`src/rtl/tdm_demux4_pkg.sv`:
```
// Shared definitions for the 4-channel TDM receiver: channel indices
// (same encoding as the transmitter's mux4 select) and FSM state encoding.
package tdm_demux4_pkg;

    localparam logic [1:0] CH_A = 2'b00;
    localparam logic [1:0] CH_B = 2'b01;
    localparam logic [1:0] CH_C = 2'b10;
    localparam logic [1:0] CH_D = 2'b11;

    typedef enum logic {
        ST_HUNT = 1'b0,
        ST_LOCK = 1'b1
    } state_e;

endpackage

```
`src/rtl/tdm_demux4_demux4.sv`:
```
// demux4: 2-to-4 one-hot decoder, the structural inverse of the transmitter's
// mux4. Turns a channel index into per-channel write enables.
module demux4 (
    input  logic [1:0] sel,
    input  logic       en,
    output logic [3:0] onehot
);

    // Decode the channel index into a single enable bit when en is set.
    always_comb begin
        // NOTE: every output gets a default first so no path leaves it unassigned (no latch).
        onehot = 4'b0000;
        if (en) begin
            onehot[sel] = 1'b1;
        end
    end

endmodule

```
`src/rtl/tdm_demux4.sv`:
```
// tdm_demux4: receiving end of a 4-channel TDM link. Recovers frame alignment
// from the start-of-frame marker, collects channels a..c into shadow registers
// and publishes the whole frame on the channel-d beat with a one-cycle strobe.
module tdm_demux4
    import tdm_demux4_pkg::*;
#(
    parameter int W = 8
) (
    input  logic         clk,
    input  logic         reset,
    input  logic [W-1:0] in_data,
    input  logic         in_valid,
    input  logic         in_sof,
    output logic [W-1:0] out_a,
    output logic [W-1:0] out_b,
    output logic [W-1:0] out_c,
    output logic [W-1:0] out_d,
    output logic         out_valid,
    output logic [1:0]   sel,
    output logic         locked,
    output logic         sync_err
);

    state_e       state_q, state_d;
    logic [1:0]   cnt_q, cnt_d;
    logic         out_valid_q, out_valid_d;
    logic         sync_err_q, sync_err_d;

    logic         wr_en;
    logic [1:0]   wr_idx;
    logic [3:0]   we;

    logic [W-1:0] shadow_a_q, shadow_b_q, shadow_c_q;
    logic [W-1:0] out_a_q, out_b_q, out_c_q, out_d_q;

    // Next-state, beat-routing and strobe decisions for each incoming beat.
    always_comb begin
        state_d     = state_q;
        cnt_d       = cnt_q;
        wr_en       = 1'b0;
        wr_idx      = cnt_q;
        out_valid_d = 1'b0;
        sync_err_d  = 1'b0;

        if (in_valid) begin
            unique case (state_q)
                ST_HUNT: begin
                    // Non-SOF beats are dropped silently while hunting.
                    if (in_sof) begin
                        wr_en   = 1'b1;
                        wr_idx  = CH_A;
                        cnt_d   = CH_B;
                        state_d = ST_LOCK;
                    end
                end
                ST_LOCK: begin
                    if (in_sof) begin
                        // SOF always restarts the frame; mid-frame it is an error
                        // and the partial frame is abandoned.
                        wr_en      = 1'b1;
                        wr_idx     = CH_A;
                        cnt_d      = CH_B;
                        sync_err_d = (cnt_q != CH_A);
                    end else if (cnt_q == CH_A) begin
                        // Expected SOF did not arrive: alignment lost.
                        sync_err_d = 1'b1;
                        state_d    = ST_HUNT;
                        cnt_d      = CH_A;
                    end else begin
                        // Channel b, c or d; the d write enable publishes the frame.
                        wr_en       = 1'b1;
                        cnt_d       = cnt_q + 2'd1;
                        out_valid_d = (cnt_q == CH_D);
                    end
                end
                default: ;
            endcase
        end
    end

    demux4 u_demux4 (
        .sel    (wr_idx),
        .en     (wr_en),
        .onehot (we)
    );

    // Control registers: FSM state, channel counter and the two strobes.
    always_ff @(posedge clk) begin
        if (reset) begin
            state_q     <= ST_HUNT;
            cnt_q       <= CH_A;
            out_valid_q <= 1'b0;
            sync_err_q  <= 1'b0;
        end else begin
            // NOTE: sequential state uses non-blocking assignments so every register samples pre-edge values.
            state_q     <= state_d;
            cnt_q       <= cnt_d;
            out_valid_q <= out_valid_d;
            sync_err_q  <= sync_err_d;
        end
    end

    // Datapath: shadow capture for a..c and frame publication on the d beat.
    always_ff @(posedge clk) begin
        if (reset) begin
            // NOTE: shadow and output registers are reset too; outputs must read 0 after reset.
            shadow_a_q <= '0;
            shadow_b_q <= '0;
            shadow_c_q <= '0;
            out_a_q    <= '0;
            out_b_q    <= '0;
            out_c_q    <= '0;
            out_d_q    <= '0;
        end else begin
            if (we[CH_A]) shadow_a_q <= in_data;
            if (we[CH_B]) shadow_b_q <= in_data;
            if (we[CH_C]) shadow_c_q <= in_data;
            if (we[CH_D]) begin
                out_a_q <= shadow_a_q;
                out_b_q <= shadow_b_q;
                out_c_q <= shadow_c_q;
                out_d_q <= in_data;
            end
        end
    end

    assign out_a     = out_a_q;
    assign out_b     = out_b_q;
    assign out_c     = out_c_q;
    assign out_d     = out_d_q;
    assign out_valid = out_valid_q;
    assign sync_err  = sync_err_q;
    assign sel       = cnt_q;
    assign locked    = (state_q == ST_LOCK);

endmodule
```
`config.mk`:
```
export PLATFORM = sky130hd
export DESIGN_NAME = tdm_demux4
export DESIGN_NICKNAME = d
export VERILOG_FILES = /design/src/rtl/tdm_demux4_pkg.sv /design/src/rtl/tdm_demux4_demux4.sv /design/src/rtl/tdm_demux4.sv
export SDC_FILE = /design/constraint.sdc
export NUM_CORES = 1
export LEC_CHECK = 0
export CAP_MARGIN = 20
export CORE_ASPECT_RATIO = 1.4
export CORE_MARGIN = 3
export CORE_UTILIZATION = 40
export CTS_BUF_LIST = sky130_fd_sc_hd__clkbuf_2 sky130_fd_sc_hd__clkbuf_4 sky130_fd_sc_hd__clkbuf_8
export CTS_CLUSTER_DIAMETER = 30
export DETAILED_ROUTE_END_ITERATION = 10
export PLACE_DENSITY = 0.65
export REMOVE_ABC_BUFFERS = 1
export SYNTH_ARGS = -nofsm -noshare
export SYNTH_HDL_FRONTEND = slang
export SYNTH_HIERARCHICAL = 1
export SYNTH_SLANG_ARGS = --single-unit
```
`constraint.sdc`:
```
create_clock -name clk -period 4.66 [get_ports clk]
set_input_delay 0.466 -clock clk [delete_from_list [all_inputs] [get_ports clk]]
set_output_delay 0.466 -clock clk [all_outputs]
set_load 0.02 [all_outputs]
```
==> results of run 1 <==
placed cells by master (no fill, tap or decap), types with 3 or more instances in the layout:
cell type	count
a21oi_1	3
clkbuf_8	9
clkdlybuf4s50_1	47
clkinv_2	3
dfxtp_1	61
ha_1	4
inv_1	4
mux2i_1	56
nor2_1	56
registers in the layout, indices dropped and copies added (netlist names):
name / cells
out_c: 8
sel: 2
shadow_b_q: 8
out_a: 8
locked: 1
out_valid: 1
sync_err: 1
shadow_c_q: 8
out_d: 8
shadow_a_q: 8
out_b: 8
metal layers:
| metal | up-vias | routed length (um) |
|---|---|---|
| met2 | 39 | 2030 |
| li1 | 797 | - |
| met4 | 0 | 107 |
| met3 | 7 | 168 |
| met5 | - | 0 |
| met1 | 730 | 2010 |
worst min-delay path, stage by stage, from the launching register on:
cell and delay (ns):
dfxtp_1 0.33, mux2i_1 0.07, nor2_1 0.07
cells in the mapped netlist:
library cell  number
o21a_2             1
and3_2             1
nor4b_2            1
a311oi_1           1
nor2_1            56
buf_6              3
inv_1              4
ha_1               4
clkbuf_1           2
buf_2              8
a21boi_1           1
nand3b_4           1
o32ai_2            1
nand2_1            1
mux2i_1           56
buf_4              1
dfxtp_1           61
nand2b_1           1
nor3_1             1
nor3b_2            1
a21oi_1            3
o221a_1            1
and3b_1            2
area by class of cell:
type / instances / area, um^2 / area share, %
Clock buffer: 9 / 124 / 4.11
Clock inverter: 7 / 90.1 / 2.99
Inverter: 4 / 15.0 / 0.498
Multi-Input combinational cell: 133 / 976 / 32.4
Sequential cell: 61 / 1220 / 40.5
Tap cell: 68 / 85.1 / 2.82
Timing Repair Buffer: 49 / 503 / 16.7
stage by stage:
step | setup slack, ns | hold WS [ns]
final | 2.08 | 0.494
after global routing | 1.89 | 0.532
after CTS | 2.06 | 0.501
after detailed placement | 1.69 | 0.483
after global placement | 1.76 | 0.472
after floorplan | 2.37 | 0.460
where the power goes:
part           leakage (uW)  internal (uW)  switching (uW)
combinational      0.000471           26.7            30.8
clock              0.000105            298             198
sequential         0.000493            529            5.07
total               0.00107            853             233
logic make-up (layout without fill, tap and decap cells):
logic type	count (synthesis)	in the layout	synth area share (%)
multiplexers	56	56	24.4
adder cells (fa/ha/maj)	4	4	2.18
AO/OA/AOI/OAI	8	8	2.94
buffers and inverters	18	69	4.51
flip-flops	61	61	53.1
AND/OR/NAND/NOR	65	65	12.9
final timing paths:
path	startpoint	to	slack (ns)	cells past startpoint
min	shadow_b_q[2]$_SDFFE_PP0P_	out_b[2]$_SDFFE_PP0P_	0.49	2
min reg2reg	shadow_b_q[2]$_SDFFE_PP0P_	out_b[2]$_SDFFE_PP0P_	0.49	2
max reg2reg	sel[1]$_SDFFE_PP0P_	out_c[0]$_SDFFE_PP0P_	2.17	7
max	in_valid	out_c[0]$_SDFFE_PP0P_	2.08	6
==> results.yml, run 1 <==
detailed_routing:
  drt_iter0_markers: 57
  wirelength_mm: 4.31
  num_vias: 1573
  drc: 0
  viasPerCell: 4.75
  drt_pre_antenna_iters: 4
  postRouteAntennaNets: 0
  wl_per_cell_um: 13.0
clock_tree:
  cts_made_buffers: 9
  cts_sinks: 61
  cts_tree: "done"
  cts_resized: 0
  cts_htree_levels: 3
  clk_path_buf_depth: 2
  path_clk_slew_ns: 0.07
  ctsRootBufferMaster: "clkbuf_8"
  hold_buffers: 0
  post_cts_buffers: 0
  clk_latency_ns: 0.33
timing:
  setup_violations: 0
  worstMarginPinSlew_ns: 0.990
  finalCritPeriodShare_pct: 55.4
  finalClockSkew_ns: 0.00522
  fin_setup_tns_ns: 0
  hold_viol_final: 0
  max_freq_mhz: 387
  rsz0062_at_grt: "no"
  relSlewSlack_pct: 34.0
  finalCriticalPeriod_ns: 2.58
  maxSlewViolCount: 0
global_routing:
  busiest_layer: "met2"
  grt-ovfl-total: 0
  antenna_found_initial: 0
  gr-usage-met1_pct: 16.7
  gr-usage-met2_pct: 21.0
  grt_pass1_wl_mm: 7.11
  use_met3_pct: 3.66
  grt_usage_pct: 13.7
  grt_pass1_vias: 1508
  grt_start_max_net_pins: 63
worst_setup_path:
  path_max_fanout: 32
  crit_buf_inv: 1
  endpoint_kind: "flip-flop"
  path_delay_family: "simple AND/OR/NAND/NOR gates"
  max_stage_delay_ns: 0.89
  worstSetupStartpointType: "primary input"
  crit_required_ns: 4.86
  path_cells: "clkdlybuf4s50_1 -> o21a_2 -> a21boi_1 -> and3_2 -> mux2i_1 -> nor2_1"
  critPathKind: "primary input to flip-flop"
  cpMaxStageDelayCell: "and3_2"
  critical_path_arrival_ns: 2.78
die:
  die_x_um: 70.1
  dieArea_mm2: 0.00671
  fp-row-count: 32
  core-area_mm2: 0.00553
  die-height_um: 95.7
  io_pins: 49
  start_util_pct: 41.6
pwr:
  power_uw: 1090
  ir_worst_vdd_v: 0.000220
  powerDensity_mw_per_mm2: 361
  p_leak_uw: 0.00107
layout:
  fin_cells: 331
  layout-drive-gt1-share_pct: 9.13
  nNetsFinal: 274
  fillers: 507
  n_antenna_cell: 0
  final_area_mm2: 0.00301
  finish.utilization_pct: 54.6
  syn2layout_area_growth_pct: 31.0
place:
  placed_cell_area_mm2: 0.00277
  numPortBuffers: 48
  place_congestion: 0.722
  detailed_place_hpwl_mm: 2.71
  dp_cells: 314
logic_synthesis:
  synth_area_leader_cell: "dfxtp_1"
  yosys-top-cells-area: "dfxtp_1 (53%), mux2i_1 (24%), nor2_1 (9.1%)"
  netlist_instances: 212
  netlist.area_leader.share_pct: 53.1
  yosys_warnings: 6
  syn_avg_cell_area_um2: 10.9
  synth-seq-cells: 61
  ys_types: 23
  syn_area_mm2: 0.00230
  seq_area_frac_synth_pct: 53.1
run:
  cap_violations: 0
min_path:
  hp-class: "flip-flop to flip-flop"
run_status:
  status: "completed"
Note: power is estimated with default switching activity, not from simulation.
==> run 2, diff against run 1 <==
--- a/config.mk
+++ b/config.mk
@@ -12,7 +12,7 @@
 export CTS_BUF_LIST = sky130_fd_sc_hd__clkbuf_2 sky130_fd_sc_hd__clkbuf_4 sky130_fd_sc_hd__clkbuf_8
 export CTS_CLUSTER_DIAMETER = 30
 export DETAILED_ROUTE_END_ITERATION = 10
-export PLACE_DENSITY = 0.65
+export PLACE_DENSITY = 0.68
 export REMOVE_ABC_BUFFERS = 1
 export SYNTH_ARGS = -nofsm -noshare
 export SYNTH_HDL_FRONTEND = slang
==> constraint.sdc (replaced) <==
create_clock -name clk -period 2.2 [get_ports clk]
set_input_delay 0.22 -clock clk [delete_from_list [all_inputs] [get_ports clk]]
set_output_delay 0.22 -clock clk [all_outputs]
set_load 0.02 [all_outputs]
==> results.yml, run 2 (synthesis gave the netlist of run 1 again) <==
worst_setup_path:
  max_stage_delay_ns: 0.38
  rr_startpoint: "sel[0]$_SDFFE_PP0P_"
  critPathKind: "flip-flop to flip-flop"
  crit_top_cell: "ha_1"
  critical_path_arrival_ns: 2.14
  crit_path_start: "sel[0]$_SDFFE_PP0P_"
  path_cells: "inv_1 -> ha_1 -> ha_1 -> a21boi_2 -> and3_2 -> buf_12 -> mux2i_1 -> nor2_1"
  crit_required_ns: 2.38
  endpoint_kind: "flip-flop"
  worstSetupStartpointType: "flip-flop"
  cpMaxStageDelayCell: "dfxtp_1"
  path_max_fanout: 24
die:
  start_util_pct: 41.6
  die-height_um: 95.7
  fp-row-count: 32
  dieArea_mm2: 0.00671
  io_pins: 49
  core-area_mm2: 0.00553
  die_x_um: 70.1
detailed_routing:
  viasPerCell: 4.74
  drc: 0
  wirelength_mm: 4.32
  drt_pre_antenna_iters: 4
  num_vias: 1589
  postRouteAntennaNets: 0
  drt_iter0_markers: 72
  wl_per_cell_um: 12.9
clock_tree:
  cts_made_buffers: 9
  cts_htree_levels: 3
  cts_sinks: 61
  clk_path_buf_depth: 2
  ctsRootBufferMaster: "clkbuf_8"
  cts_tree: "done"
  clk_latency_ns: 0.32
  path_clk_slew_ns: 0.06
pwr:
  ir_worst_vdd_v: 0.000328
  p_sw_share_pct: 21.9
  seqPwrFrac_pct: 55.2
  p_clk_share_pct: 38.3
  p_switching_uw: 449
  pwr-share-comb_pct: 6.4
  p_int_uw: 1600
  p_leak_uw: 0.00109
  powerDensity_mw_per_mm2: 673
  power_uw: 2050
timing:
  fin_hold_ws_ns: 0.394
  finalCritPeriodShare_pct: 88.8
  maxSlewViolCount: 0
  max_freq_mhz: 512
  finalCriticalPeriod_ns: 1.95
  rsz0062_at_grt: "no"
  worstMarginPinSlew_ns: 0.593
  setup_violations: 0
  finalClockSkew_ns: 0.00485
  relSlewSlack_pct: 60.5
  hold_viol_final: 0
global_routing:
  grt-ovfl-total: 0
  antenna_found_initial: 0
  grt_usage_pct: 14.0
  grt_start_max_net_pins: 33
  grt_pass1_vias: 1563
  grt_pass1_wl_mm: 7.40
layout:
  layout-drive-gt1-share_pct: 10.9
  fillers: 512
  mostFrequentLayoutCells: "dfxtp_1 (61), mux2i_1 (56), nor2_1 (56), clkdlybuf4s50_1 (47), clkbuf_8 (9)"
  finish.utilization_pct: 55.1
  final_common_cell: "dfxtp_1"
  syn2layout_area_growth_pct: 32.4
  final_area_mm2: 0.00305
  fin_cells: 335
  nNetsFinal: 280
  n_antenna_cell: 0
place:
  numPortBuffers: 48
  detailed_place_hpwl_mm: 2.93
  place_congestion: 0.728
  dp_cells: 321
  placed_cell_area_mm2: 0.00289
min_path:
  hp-class: "primary input to flip-flop"
  hp-start: "reset"
run_status:
  status: "completed"
run:
  cap_violations: 0
==> run 2: cell count changes in the layout (fill, tap and decap cells not counted) <==
| cell | change |
|---|---|
| buf_16 | -1 |
| bufinv_16 | -2 |
| clkinvlp_4 | -2 |
| buf_4 | +2 |
| buf_12 | +5 |
| a21boi_1 | -1 |
| a21boi_2 | +1 |
| clkbuf_4 | +2 |
==> run 2: repair_timing <==
action                                  4_1_cts  5_1_grt
hold buffers                                  0        0
endpoints found under the setup margin        0        2
gates resized for setup                       0        1
buffers inserted                              0        0
==> run 2: per-stage QoR <==
step,TNS [ns],worst slack [ns]
floorplan,-2.96,-0.0924
global placement,0,0.107
detailed placement,0,0.0418
CTS,0,0.185
global route,0,0.0667
finish,0,0.247
==> run 2: power groups by stage <==
stage	Sequential (uW)	Combinational, uW	Clock (uW)
floorplan	1160	50.3	0
global placement	1160	131	0
detailed placement	1160	132	0
CTS	1130	133	817
global route	1130	144	858
finish	1130	132	786
==> run 2: cell type report <==
type                       count  area (um^2)  share of cell area (%)
sequential                    61         1220                    40.1
multi-input combinational    133          980                    32.2
timing repair buffer          55          591                    19.4
clock buffer                  11          139                    4.56
tap                           68         85.1                    2.79
clock inverter                 3         15.0                   0.493
inverter                       4         15.0                   0.493
==> run 2: final timing paths <==
check	end	slack, ns	cells after the start
worst max register to register	out_c[3]$_SDFFE_PP0P_	0.25	8
worst min register to register	out_c[5]$_SDFFE_PP0P_	0.49	2
worst max-delay path	out_c[3]$_SDFFE_PP0P_	0.25	8
worst min-delay path	out_d[7]$_SDFFE_PP0P_	0.39	2
==> run 2: worst max-delay path, delay by kind of cell, from the launching register on <==
family	cells	cell delay [ns]
adders and majority gates	2	0.45
DFF	1	0.38
buffers and inverters	2	0.31
and+or+nand+nor	2	0.29
muxes	1	0.20
AOI/OAI and AO/OA	1	0.18
==> run 2: routing by layer <==
layer	track usage [%]	part of all wire (%)
met1	17.5	46
met2	22.8	49
met3	2.72	3.3
met4	8.15	0.83
met5	0	0
==> run 3, diff against run 2 <==
--- a/config.mk
+++ b/config.mk
@@ -5,13 +5,14 @@
 export SDC_FILE = /design/constraint.sdc
 export NUM_CORES = 1
 export LEC_CHECK = 0
-export CAP_MARGIN = 20
+export ABC_CLOCK_PERIOD_IN_PS = 2200
 export CORE_ASPECT_RATIO = 1.4
 export CORE_MARGIN = 3
 export CORE_UTILIZATION = 40
 export CTS_BUF_LIST = sky130_fd_sc_hd__clkbuf_2 sky130_fd_sc_hd__clkbuf_4 sky130_fd_sc_hd__clkbuf_8
 export CTS_CLUSTER_DIAMETER = 30
 export DETAILED_ROUTE_END_ITERATION = 10
+export GPL_TIMING_DRIVEN = 1
 export PLACE_DENSITY = 0.68
 export REMOVE_ABC_BUFFERS = 1
 export SYNTH_ARGS = -nofsm -noshare
==> results of run 3 <==
No change in the layout: final DEF, timing and power equal those of run 2.
